--- src/rtl/cmp_pkg.sv ---
// rtl/cmp_pkg.sv - shared FSM encoding and sizing helpers for the sequential magnitude comparator
package cmp_pkg;

   typedef enum logic [1:0] {
      IDLE = 2'd0,
      CMP  = 2'd1,
      DONE = 2'd2
   } state_t;

   localparam int DEF_WIDTH = 16;
   localparam int DEF_CHUNK = 4;

   function automatic int nchunk(input int width, input int chunk);
      return width / chunk;
   endfunction

   // A single-chunk configuration still needs a 1-bit index register.
   function automatic int idx_width(input int n);
      return (n > 1) ? $clog2(n) : 1;
   endfunction

endpackage

--- src/rtl/chunk_cmp.sv ---
// rtl/chunk_cmp.sv - combinational unsigned compare of one CHUNK-bit slice
module chunk_cmp
   import cmp_pkg::*;
#(
   parameter int CHUNK = DEF_CHUNK
) (
   input  logic [CHUNK-1:0] a,
   input  logic [CHUNK-1:0] b,
   output logic             eq,
   output logic             gt,
   output logic             lt
);

   assign eq = (a == b);
   assign gt = (a > b);
   assign lt = (a < b);

endmodule

--- src/rtl/seq_mag_cmp.sv ---
// rtl/seq_mag_cmp.sv - multi-cycle magnitude comparator, MSB chunk first, valid/ready result
module seq_mag_cmp
   import cmp_pkg::*;
#(
   parameter int WIDTH      = DEF_WIDTH,
   parameter int CHUNK      = DEF_CHUNK,
   parameter int EARLY_EXIT = 1
) (
   input  logic             clk,
   input  logic             rst_n,
   input  logic             in_valid,
   output logic             in_ready,
   input  logic [WIDTH-1:0] x,
   input  logic [WIDTH-1:0] y,
   input  logic             signed_mode,
   output logic             out_valid,
   input  logic             out_ready,
   output logic             eq,
   output logic             gt,
   output logic             lt
);

   localparam int                NCHUNK   = nchunk(WIDTH, CHUNK);
   localparam int                IDX_W    = idx_width(NCHUNK);
   localparam logic [IDX_W-1:0]  IDX_TOP  = IDX_W'(NCHUNK - 1);
   localparam logic [WIDTH-1:0]  SIGN_BIT = {1'b1, {(WIDTH-1){1'b0}}};

   state_t           state;
   state_t           state_nx;
   logic [WIDTH-1:0] x_r;
   logic [WIDTH-1:0] y_r;
   logic [IDX_W-1:0] idx;
   logic             decided;
   logic             dec_gt;
   logic             eq_r;
   logic             gt_r;
   logic             lt_r;
   logic [CHUNK-1:0] cx;
   logic [CHUNK-1:0] cy;
   logic             c_eq;
   logic             c_gt;
   logic             c_lt;
   logic             accept;
   logic             last_chunk;
   logic             finish;

   assign cx = x_r[idx*CHUNK +: CHUNK];
   assign cy = y_r[idx*CHUNK +: CHUNK];

   chunk_cmp #(
      .CHUNK (CHUNK)
   ) u_chunk_cmp (
      .a  (cx),
      .b  (cy),
      .eq (c_eq),
      .gt (c_gt),
      .lt (c_lt)
   );

   assign accept     = in_valid & in_ready;
   assign last_chunk = (idx == '0);
   assign finish     = (state == CMP) & (last_chunk | ((EARLY_EXIT != 0) & ~c_eq));

   always_ff @(posedge clk or negedge rst_n) begin
      if (!rst_n) begin
         state <= IDLE;
      end else begin
         state <= state_nx;
      end
   end

   always_comb begin
      state_nx = state;
      case (state)
         IDLE:    if (accept)    state_nx = CMP;
         CMP:     if (finish)    state_nx = DONE;
         DONE:    if (out_ready) state_nx = IDLE;
         default:                state_nx = IDLE;
      endcase
   end

   always_comb begin
      in_ready  = 1'b0;
      out_valid = 1'b0;
      case (state)
         IDLE:    in_ready  = rst_n;
         DONE:    out_valid = 1'b1;
         default: ;
      endcase
   end

   // Flipping the sign bit maps two's-complement order onto unsigned order.
   always_ff @(posedge clk or negedge rst_n) begin
      if (!rst_n) begin
         x_r     <= '0;
         y_r     <= '0;
         idx     <= IDX_TOP;
         decided <= 1'b0;
         dec_gt  <= 1'b0;
         eq_r    <= 1'b0;
         gt_r    <= 1'b0;
         lt_r    <= 1'b0;
      end else if (accept) begin
         x_r     <= signed_mode ? (x ^ SIGN_BIT) : x;
         y_r     <= signed_mode ? (y ^ SIGN_BIT) : y;
         idx     <= IDX_TOP;
         decided <= 1'b0;
         dec_gt  <= 1'b0;
      end else if (state == CMP) begin
         if (!decided && !c_eq) begin
            decided <= 1'b1;
            dec_gt  <= c_gt;
         end
         if (finish) begin
            eq_r <= ~decided & c_eq;
            gt_r <= decided ? dec_gt  : c_gt;
            lt_r <= decided ? ~dec_gt : c_lt;
         end else begin
            idx <= idx - 1'b1;
         end
      end
   end

   assign eq = eq_r;
   assign gt = gt_r;
   assign lt = lt_r;

endmodule

--- config.mk ---
export PLATFORM = sky130hd
export DESIGN_NAME = seq_mag_cmp
export DESIGN_NICKNAME = d
export VERILOG_FILES = /design/src/rtl/cmp_pkg.sv /design/src/rtl/chunk_cmp.sv /design/src/rtl/seq_mag_cmp.sv
export SDC_FILE = /design/constraint.sdc
export NUM_CORES = 1
export LEC_CHECK = 0
export BUFFER_PORTS_ARGS = -buffer_cell sky130_fd_sc_hd__buf_2
export CORE_MARGIN = 2
export CORE_UTILIZATION = 30
export CTS_CLUSTER_SIZE = 10
export DETAILED_ROUTE_END_ITERATION = 12
export GPL_ROUTABILITY_DRIVEN = 0
export SLEW_MARGIN = 20
export SYNTH_ARGS = -nofsm -noshare
export SYNTH_HDL_FRONTEND = slang
export SYNTH_SLANG_ARGS = --single-unit
--- constraint.sdc ---
create_clock -name clk -period 4.85 [get_ports clk]
set_input_delay 0 -clock clk [delete_from_list [all_inputs] [get_ports clk]]
set_output_delay 0 -clock clk [all_outputs]
set_load 0.02 [all_outputs]
==> qor.txt, run 1 <==
Vias in the first global route = 1456
Cell type with the largest total area after synthesis = dfrtp_1
Netlist area before placement = 1957 um2
Cts bufs inserted = 5
Number of enable-type register cells in the synthesized netlist = 0
Max-slew headroom at the worst pin = 64.70%
Worst reg2reg path startpoint = idx[0]
VDD IR max = 0.2383 mV
Core footprint = 6314 um2
RSZ-0062 raised after global routing = false
Ys flop type = dfrtp_1
Wire length reported by the detailed router = 3.878 mm
Global route hottest layer = met2
Final sum of negative setup slack = 0 ns
H-tree Lvls = 2
Final-report setup violation count = 0
Clock sink total = 41
Detailed-route via count = 1350
Cell variety after synth = 32
Area of the die = 7185 um2
Clock Pin Slew Worst Setup and Hold Paths = 0.08 ns
Count of port buffers added during placement = 41
Routing usage on met2 = 19.90%
Category of the most critical setup path = register to register
Width of the chip = 84.77 um
Antenna diode instance count = 0
Count of unresolved DRC violations after routing = 0
Family of cells with the greatest summed delay on the critical path = flip-flops
Type of element capturing the critical path = register
Remaining Overflow, GRT = 0
Fraction of the yosys area taken by sequential cells = 52.56%
Synth Warn # = 0
Placed wire-length estimate = 2.456 mm
Setup slack, reg-to-reg = 2.38 ns
Final setup skew = 0.008463 ns
Post-synthesis register bit count = 41
Global routing usage summed across all routing layers = 11.86%
Top cells by count, synth = dfrtp_1, mux2_2
I/O pin total = 42
GR met1 Demand/Resource = 15.42%
Max Transition Viols Final = 0
Final net count = 256
Starting utilization of the core area = 30.99%
Root Buffer Master = clkbuf_8
End point of the critical path = dec_gt
Post-Syn Instances = 139
Antenna-violating nets left = 0
Pre-Repair DR Iteration Count = 4
Worst path slowest cell = dfstp_2
Worst endpoint data arrival time = 2.63 ns
Data required time at the worst endpoint = 5.01 ns
Number of antenna violations at the first check in global routing = 0
Share of final-layout standard cells stronger than drive strength 1 = 43.26%
Mean routed wirelength per cell = 13.28 um
Power density cells = 542.2 nW/um2
Max incr delay on CP = 0.75 ns
Longest Clk Path Bufs = 2
CTS Hold Bufs = 32
Post-synthesis to final-layout area growth = 34.33%
Standard-cell row count = 29
Least-Margin Pin Slew = 0.5295 ns
Critical Path Stages = 6
Synthesized netlist net count = 181
Drt initial violations = 82
Final Core Density = 41.64%
Depth of the worst register-to-register path = 6
Async set-reset flop share out of synthesis = 100.0%
Insertion delay of the later-clocked pin in the worst-skew pair = 0.30 ns
Tightest Hold Check Type = primary input to register
Crit-path most repeated cell = nor3_1
Vertical extent of the die = 84.77 um
Mean post-synth cell area = 14.08 um2
Critical path peak fanout = 11
Top post-synthesis cells by area = dfrtp_1, mux2_2, mux4_2
Post-cts repair resize count = 0
Cell with the most instances after synthesis = dfrtp_1
Max-cap violations = 0
Reg2Reg Capture Point = dec_gt
Launching element of the worst setup path = idx[0]
Post-route fraction of the period consumed by the critical path = 50.91%
Min Clock Period, post-route = 2.469 ns
Met3 routing resource usage after global routing = 2.753%
Setup Buffers After CTS = 0
Final hold violation count = 0
TritonCTS clock tree = yes
Largest net degree at the start of global routing = 43
Peak clock frequency supported by timing = 405.0 MHz
Cell-by-cell trace of the critical path = mux4_2 > ha_1 > and4_1 > nor3_1 > and3_1 > nor3_1
Run status = completed
Average vias per placed instance = 4.623
Leakage power total = 1.196 nW
Launching element type of the critical path = register
First-pass GRT wire length = 6.789 mm
Area share of the leading cell type in the synthesized netlist = 49.87%
Buffer and inverter count on the worst path = 0
## final cells by class
cell class                      count  area [um2]
Inverter                            8       30.03
Clock inverter                      2       38.79
Clock buffer                        6       72.57
Sequential cell                    41        1028
Multi-Input combinational cell     84       829.5
Tap cell                           77       96.34
Fill cell                         601        3685
Timing Repair Buffer               74       533.0
## worst min-delay path by stage
stage / cells after the start / slack [ns] / to / from
floorplan: 0 / -0.30 / dec_gt / rst_n
global placement: 2 / 0.1 / x_r[9] / rst_n
detailed placement: 2 / 0.10 / x_r[9] / rst_n
CTS: 3 / 0.02 / x_r[15] / x[15]
global route: 3 / 0.04 / x_r[15] / x[15]
finish: 3 / 0.03 / x_r[15] / x[15]
## cells by family (layout without fill, tap and decap cells)
| group | Yosys count | count (layout) | share of synthesized area [%] |
|---|---|---|---|
| compound gates | 14 | 14 | 4.221 |
| simple gates | 25 | 25 | 7.418 |
| buf+inv | 14 | 90 | 5.051 |
| xor+xnor | 2 | 2 | 0.8953 |
| mux | 38 | 38 | 26.66 |
| fa+ha+maj | 5 | 5 | 3.197 |
| flops | 41 | 41 | 52.56 |
## state kept, by name (all words and copies together) (netlist names)
register	count
x_r	16
y_r	16
idx	2
state	2
dec_gt	1
decided	1
eq	1
gt	1
lt	1
## report_power, final
group	internal (mW)	leakage (nW)	switching [mW]	total [mW]
Sequential	0.507	0.483	0.101	0.608
Clock	0.155	0.0554	0.121	0.276
Combinational	0.315	0.658	0.226	0.541
Total	0.977	1.20	0.448	1.43
## metal layers
metal	routed length, um	vias to the layer above	part of all wire [%]
met2	1880	38	48
met3	171	6	4.4
met4	40	0	1.0
met1	1786	656	46
met5	0	-	0
li1	-	650	-
## per-stage QoR
step / power (mW) / hold slack, ns / instances / area (um2) / worst slack, ns
floorplan: 1.019 / -0.2956 / 139 / 1957 / 2.487
global placement: 1.127 / 0.09836 / 252 / 2197 / 2.449
detailed placement: 1.139 / 0.1001 / 252 / 2197 / 2.386
CTS: 1.436 / 0.01835 / 292 / 2629 / 2.376
global route: 1.532 / 0.03869 / 292 / 2629 / 2.207
finish: 1.425 / 0.02611 / 292 / 2629 / 2.381
## placed cells by master (no fill, tap or decap), drive strengths merged
cell type | synthesis | final
a21oi | 8 | 8
o21ai | 1 | 1
buf | 6 | 42
xnor2 | 2 | 2
clkbuf | 0 | 6
dfrtp | 39 | 39
ha | 5 | 5
and3 | 1 | 1
mux4 | 8 | 8
a211o | 1 | 1
nand4 | 1 | 1
nor2 | 8 | 8
nor3 | 5 | 5
a21o | 1 | 1
dfstp | 2 | 2
nor3b | 1 | 1
nor2b | 1 | 1
mux2 | 30 | 30
inv | 8 | 8
nand2 | 1 | 1
nand2b | 3 | 3
clkinv | 0 | 1
dlygate4sd3 | 0 | 32
and4 | 1 | 1
o31ai | 1 | 1
nand3b | 1 | 1
bufinv | 0 | 1
o211ai | 1 | 1
a31oi | 1 | 1
and2 | 1 | 1
or2 | 1 | 1
## tightest hold or removal path: stages
cell,delay (ns)
buf_2,0.09
xnor2_1,0.13
a21oi_1,0.07
No activity file was read; power rests on OpenSTA's default activity.
==> run 2, diff against run 1 <==
==> constraint.sdc (replaced) <==
create_clock -name clk -period 2 [get_ports clk]
set_input_delay 0 -clock clk [delete_from_list [all_inputs] [get_ports clk]]
set_output_delay 0 -clock clk [all_outputs]
set_load 0.02 [all_outputs]
==> run 2 against run 1 <==
Compared with the run above:
- the run now ends with negative hold slack, negative setup slack left
- via count up 1.7%
- clock skew up 0.0010 ns
- die area unchanged
- maximum frequency up 8.9%
- total power rose to 2.7 times the previous value
- sequential power up 140%
- global-route usage up 0.32 points
- sequential cell count unchanged
- first-iteration DRC count down 13%
- setup slack worse by 2.6 ns
- combinational power rose to 3.2 times the previous value
- hold slack worse by 0.028 ns
==> qor.txt, run 2 (same netlist as run 1, synthesis figures left out) <==
Launching element of the worst setup path = idx[0]
Average vias per placed instance = 4.607 (-0.34%)
Final setup slack of the worst path = -0.2679 ns (-2.649 ns)
Most common library cell in the layout ignoring fill and taps = buf_2
Antenna-violating nets left = 0 (unchanged)
Remaining Overflow, GRT = 0 (unchanged)
VDD IR max = 0.6187 mV (+160%)
Largest net degree at the start of global routing = 42 (-2.3%)
Area of the die = 7185 um2 (unchanged)
Starting utilization of the core area = 30.99% (unchanged)
Vertical extent of the die = 84.77 um (unchanged)
Detailed-route via count = 1373 (+1.7%)
Count of port buffers added during placement = 41 (unchanged)
TritonCTS clock tree = yes
Final hold violation count = 1 (+1)
Max Transition Viols Final = 0 (unchanged)
Min Clock Period, post-route = 2.268 ns (-0.2014 ns)
Final worst hold slack = -0.001992 ns (-0.02810 ns)
Commonest cells after routing, fill and taps aside = buf_2, dfrtp_1, dlygate4sd3_1
Width of the chip = 84.77 um (unchanged)
Fin cells = 298 (+2.1%)
Pre-Repair DR Iteration Count = 3 (-1)
Run status = finished with violations
Wire length reported by the detailed router = 4.001 mm (+3.2%)
Count of unresolved DRC violations after routing = 0 (unchanged)
Worst Hold End = y_r[15]
Max-cap violations = 0 (unchanged)
Hold Path Stages = 3 (unchanged)
Post-route fraction of the period consumed by the critical path = 113.4% (+62 points)
Insertion delay of the later-clocked pin in the worst-skew pair = 0.30 ns (about the same)
Longest Clk Path Bufs = 2 (unchanged)
Number of antenna violations at the first check in global routing = 0 (unchanged)
Placed Cells = 257 (+2.0%)
Global routing usage summed across all routing layers = 12.18% (+0.32 points)
Final net count = 262 (+2.3%)
Failing checks = negative hold slack, negative setup slack
Reg2Reg Capture Point = gt
Drt initial violations = 71 (-13%)
Share of final-layout standard cells stronger than drive strength 1 = 51.13% (+7.9 points)
Placement-stage worst setup slack = -0.2699 ns (-2.656 ns)
Hold path start = y[15]
Antenna diode instance count = 0 (unchanged)
Critical path peak fanout = 6 (-5)
Peak clock frequency supported by timing = 440.9 MHz (+8.9%)
Final-report setup violation count = 9 (+9)
Depth of the worst register-to-register path = 7 (+1)
Post-synthesis to final-layout area growth = 41.94%
Area of all placed cells without fillers = 2778 um2 (+5.7%)
Final sum of negative setup slack = -1.947 ns (-1.947 ns)
Mean routed wirelength per cell = 13.43 um (+1.1%)
Vias in the first global route = 1438 (-1.2%)
Least-Margin Pin Slew = 0.5272 ns (-0.002309 ns)
Worst endpoint data arrival time = 2.49 ns (-0.14 ns)
Max-slew headroom at the worst pin = 64.85% (+0.15 points)
Cts bufs inserted = 5 (unchanged)
Placed wire-length estimate = 2.650 mm (+7.9%)
Launching element type of the critical path = register
Standard-cell row count = 29 (unchanged)
Largest registers = x_r x16, y_r x16
I/O pin total = 42 (unchanged)
Leakage power total = 1.239 nW (+3.6%)
Power density cells = 1366 nW/um2 (+150%)
Category of the most critical setup path = register to register
Cell area after placement = 2312 um2 (+5.2%)
Number of fill cells = 630 (+4.8%)
RSZ-0062 raised after global routing = true
Core footprint = 6314 um2 (unchanged)
First-pass GRT wire length = 6.706 mm (-1.2%)
Data required time at the worst endpoint = 2.22 ns (-2.79 ns)
Setup slack, reg-to-reg = -0.27 ns (-2.65 ns)
Tightest Hold Check Type = primary input to register
Root Buffer Master = clkbuf_8
Type of element capturing the critical path = register
Worst reg2reg path startpoint = idx[0]
Tot Pwr = 3.793 mW (+170%)
Clock Pin Slew Worst Setup and Hold Paths = 0.08 ns (about the same)
Final setup skew = 0.009466 ns (+0.001004 ns)
H-tree Lvls = 2 (unchanged)
Clock sink total = 41 (unchanged)
==> run 2: worst max path at each step <==
stage                     slack (ns)  depth (start not counted)      to
after global routing           -0.38                          8      gt
after global placement         -0.26                          7  idx[0]
final                          -0.27                          7      gt
after floorplan                -0.15                          7      gt
after CTS                      -0.29                          7      gt
after detailed placement       -0.27                          7      gt
==> run 2: cell type report <==
cell class	instances	area (um2)	area share [%]
flip-flops and latches	41	1028	37.03
multi-input cells	84	914.6	32.93
repair buffers	80	603.1	21.71
clock buffers	7	96.34	3.468
well taps	77	96.34	3.468
inverters	8	30.03	1.081
clock inverters	1	8.758	0.3153
==> run 2: stage by stage <==
step	hold slack, ns	util [%]
after global placement	0.1757	36.62
after CTS	0.0005460	43.80
after global routing	0.008067	44.00
after floorplan	-0.2956	-
after detailed placement	0.1739	36.62
final	-0.001992	44.00
==> run 2: layer usage <==
| layer | GRT usage, % | up-vias | part of all wire (%) |
|---|---|---|---|
| met3 | 3.147 | 9 | 3.5 |
| li1 | - | 660 | - |
| met5 | 0 | - | 0 |
| met4 | 5.195 | 0 | 2.1 |
| met1 | 15.82 | 672 | 46 |
| met2 | 19.33 | 32 | 49 |
==> run 2: worst max-delay path, stage by stage, from the launching register on <==
cell,delay [ns]
dfstp_2,0.58
buf_12,0.13
mux4_2,0.54
ha_4,0.30
nor2b_4,0.12
o211ai_1,0.11
a211o_1,0.30
a21oi_2,0.11
==> run 2: power breakdown <==
group | internal [mW] | switching, mW | total (mW)
registers | 1.23 | 0.227 | 1.46
logic | 1.03 | 0.696 | 1.72
clock network | 0.319 | 0.294 | 0.613
total | 2.58 | 1.22 | 3.79
==> run 2: what timing repair did <==
action | CTS | global route
hold endpoints to repair | 70 | 0
setup buffers | 1 | 0
endpoints found under the setup margin | 9 | 9
hold buffers | 32 | 0
resized for setup | 8 | 2
pin swaps | 3 | 2
==> run 3, diff against run 2 <==
--- a/config.mk
+++ b/config.mk
@@ -11,6 +11,7 @@
 export CTS_CLUSTER_SIZE = 10
 export DETAILED_ROUTE_END_ITERATION = 12
 export GPL_ROUTABILITY_DRIVEN = 0
+export SKIP_CTS_REPAIR_TIMING = 1
 export SLEW_MARGIN = 20
 export SYNTH_ARGS = -nofsm -noshare
 export SYNTH_HDL_FRONTEND = slang
==> run 3 against run 2 <==
Compared with the run above:
- the flow still finishes with violations (negative hold slack, negative setup slack)
- largest cell class unchanged
- clock skew is essentially flat
- count of clock-buffer cells in the layout did not move
- highest routed layer unchanged
- design area fell by 0.59%
==> qor.txt, run 3 (same netlist as run 1, synthesis figures left out) <==
Longest Clk Path Bufs = 2 (unchanged)
Placement-stage worst setup slack = -0.2699 ns (unchanged)
Type of element capturing the critical path = register
Share of final-layout standard cells stronger than drive strength 1 = 48.64% (-2.5 points)
Worst endpoint data arrival time = 2.50 ns (about the same)
Antenna diode instance count = 0 (unchanged)
Mean routed wirelength per cell = 13.42 um (about the same)
Failing checks = negative hold slack, negative setup slack
Pre-Repair DR Iteration Count = 3 (unchanged)
Run status = finished with violations
TritonCTS clock tree = yes
Vertical extent of the die = 84.77 um (unchanged)
Net switching power = 1.197 mW (-1.7%)
Data required time at the worst endpoint = 2.22 ns (about the same)
RSZ-0062 raised after global routing = true
Family of cells with the greatest summed delay on the critical path = flip-flops
Reg2Reg Capture Point = gt
Final setup skew = 0.009309 ns (-0.0001575 ns)
Fin cells = 297 (-0.34%)
Insertion delay of the later-clocked pin in the worst-skew pair = 0.30 ns (about the same)
Min Clock Period, post-route = 2.286 ns (+0.01765 ns)
Power density cells = 1360 nW/um2 (-0.40%)
Wire length reported by the detailed router = 3.986 mm (-0.37%)
VDD IR max = 0.6030 mV (-2.5%)
Proportion of power drawn by the clock network = 16.3% (about the same)
Count of unresolved DRC violations after routing = 0 (unchanged)
Worst path slowest cell = dfstp_2
Most common library cell in the layout ignoring fill and taps = buf_2
Antenna-violating nets left = 0 (unchanged)
I/O pin total = 42 (unchanged)
Peak clock frequency supported by timing = 437.5 MHz (-0.77%)
Commonest cells after routing, fill and taps aside = buf_2, dfrtp_1, dlygate4sd3_1
Area of the die = 7185 um2 (unchanged)
Max-slew headroom at the worst pin = 64.90% (about the same)
Combinational cell fraction of total power = 45.0% (-0.4 points)
Remaining Overflow, GRT = 0 (unchanged)
Buffer and inverter count on the worst path = 1 (unchanged)
Standard-cell row count = 29 (unchanged)
Placed Cells = 257 (unchanged)
Final setup slack of the worst path = -0.2855 ns (-0.01765 ns)
Drt initial violations = 64 (-9.9%)
Final Core Density = 43.74% (-0.26 points)
Tot Pwr = 3.756 mW (-0.99%)
Internal power contribution = 2.559 mW (-0.64%)
Count of port buffers added during placement = 41 (unchanged)
Critical path peak fanout = 7 (+1)
Final hold violation count = 1 (unchanged)
Tightest Hold Check Type = primary input to register
Cts bufs inserted = 5 (unchanged)
Core footprint = 6314 um2 (unchanged)
Worst Hold End = y_r[15]
Width of the chip = 84.77 um (unchanged)
Least-Margin Pin Slew = 0.5265 ns (-0.0007359 ns)
Max-cap violations = 0 (unchanged)
Area of all placed cells without fillers = 2761 um2 (-0.59%)
Clock sink total = 41 (unchanged)
Sequential cell fraction of total power = 38.7% (+0.3 points)
H-tree Lvls = 2 (unchanged)
Final sum of negative setup slack = -2.007 ns (-0.06060 ns)
Starting utilization of the core area = 30.99% (unchanged)
Cell-by-cell trace of the critical path = buf_12 > mux4_2 > ha_4 > nor2b_4 > o211ai_1 > a211o_1 > a21oi_1
Hold path start = y[15]
Detailed-route via count = 1364 (-0.66%)
Final-report setup violation count = 9 (unchanged)
Final net count = 261 (-0.38%)
Cell area after placement = 2312 um2 (unchanged)
Root Buffer Master = clkbuf_8
Number of antenna violations at the first check in global routing = 0 (unchanged)
Number of fill cells = 636 (+0.95%)
Depth of the worst register-to-register path = 7 (unchanged)
Launching element type of the critical path = register
Clock Pin Slew Worst Setup and Hold Paths = 0.08 ns (about the same)
Max incr delay on CP = 0.58 ns (about the same)
Launching element of the worst setup path = idx[0]
Category of the most critical setup path = register to register
Max Transition Viols Final = 0 (unchanged)
Average vias per placed instance = 4.593 (-0.32%)
Post-synthesis to final-layout area growth = 41.11%
First-pass GRT wire length = 6.092 mm (-9.2%)
Leakage power total = 1.238 nW (-0.11%)
Setup slack, reg-to-reg = -0.29 ns (-0.02 ns)
Largest net degree at the start of global routing = 42 (unchanged)
Largest registers = x_r x16, y_r x16
Post-route fraction of the period consumed by the critical path = 114.3% (+0.88 points)
Final worst hold slack = -0.001834 ns (+0.0001581 ns)
Switching Fraction = 31.86% (-0.23 points)
Hold Path Stages = 3 (unchanged)
Placed wire-length estimate = 2.650 mm (unchanged)
Worst reg2reg path startpoint = idx[0]
Global routing usage summed across all routing layers = 11.17% (-1.0 points)
Vias in the first global route = 1258 (-13%)
==> run 3: worst max path at each step <==
stage / slack, ns / depth (start not counted) / end
2_1_floorplan: -0.15 / 7 / gt
3_3_place_gp: -0.26 / 7 / idx[0]
3_5_place_dp: -0.27 / 7 / gt
4_1_cts: -0.31 / 7 / gt
5_1_grt: -0.38 / 8 / gt
6_report: -0.29 / 7 / gt
==> run 3: worst min-delay path: cells and delay by family <==
family	cells	cell delay, ns
compound gates	1	0.06
buf+inv	1	0.08
xor+xnor	1	0.12
==> run 3: per-layer routing <==
| layer | global-route usage (%) | part of all wire, % | vias to the layer above |
|---|---|---|---|
| met5 | 0 | 0 | - |
| met4 | 4.762 | 2.1 | 0 |
| met3 | 3.441 | 3.7 | 9 |
| met2 | 16.82 | 48 | 32 |
| met1 | 14.94 | 46 | 666 |
| li1 | - | - | 657 |
==> run 3: area by class of cell <==
| cell class | instances | area (um2) | share of cell area (%) |
|---|---|---|---|
| flip-flops and latches | 41 | 1028 | 37.25 |
| multi-input cells | 84 | 905.9 | 32.80 |
| repair buffers | 79 | 595.6 | 21.57 |
| clock buffers | 7 | 96.34 | 3.489 |
| well taps | 77 | 96.34 | 3.489 |
| inverters | 8 | 30.03 | 1.087 |
| clock inverters | 1 | 8.758 | 0.3172 |
==> run 3: power by group through the flow <==
stage | clock, mW | combinational (mW) | sequential [mW]
finish | 0.612 | 1.69 | 1.46
global route | 0.675 | 1.86 | 1.51
CTS | 0.638 | 1.57 | 1.46
detailed placement | 0 | 1.56 | 1.47
global placement | 0 | 1.54 | 1.48
floorplan | 0 | 1.20 | 1.42
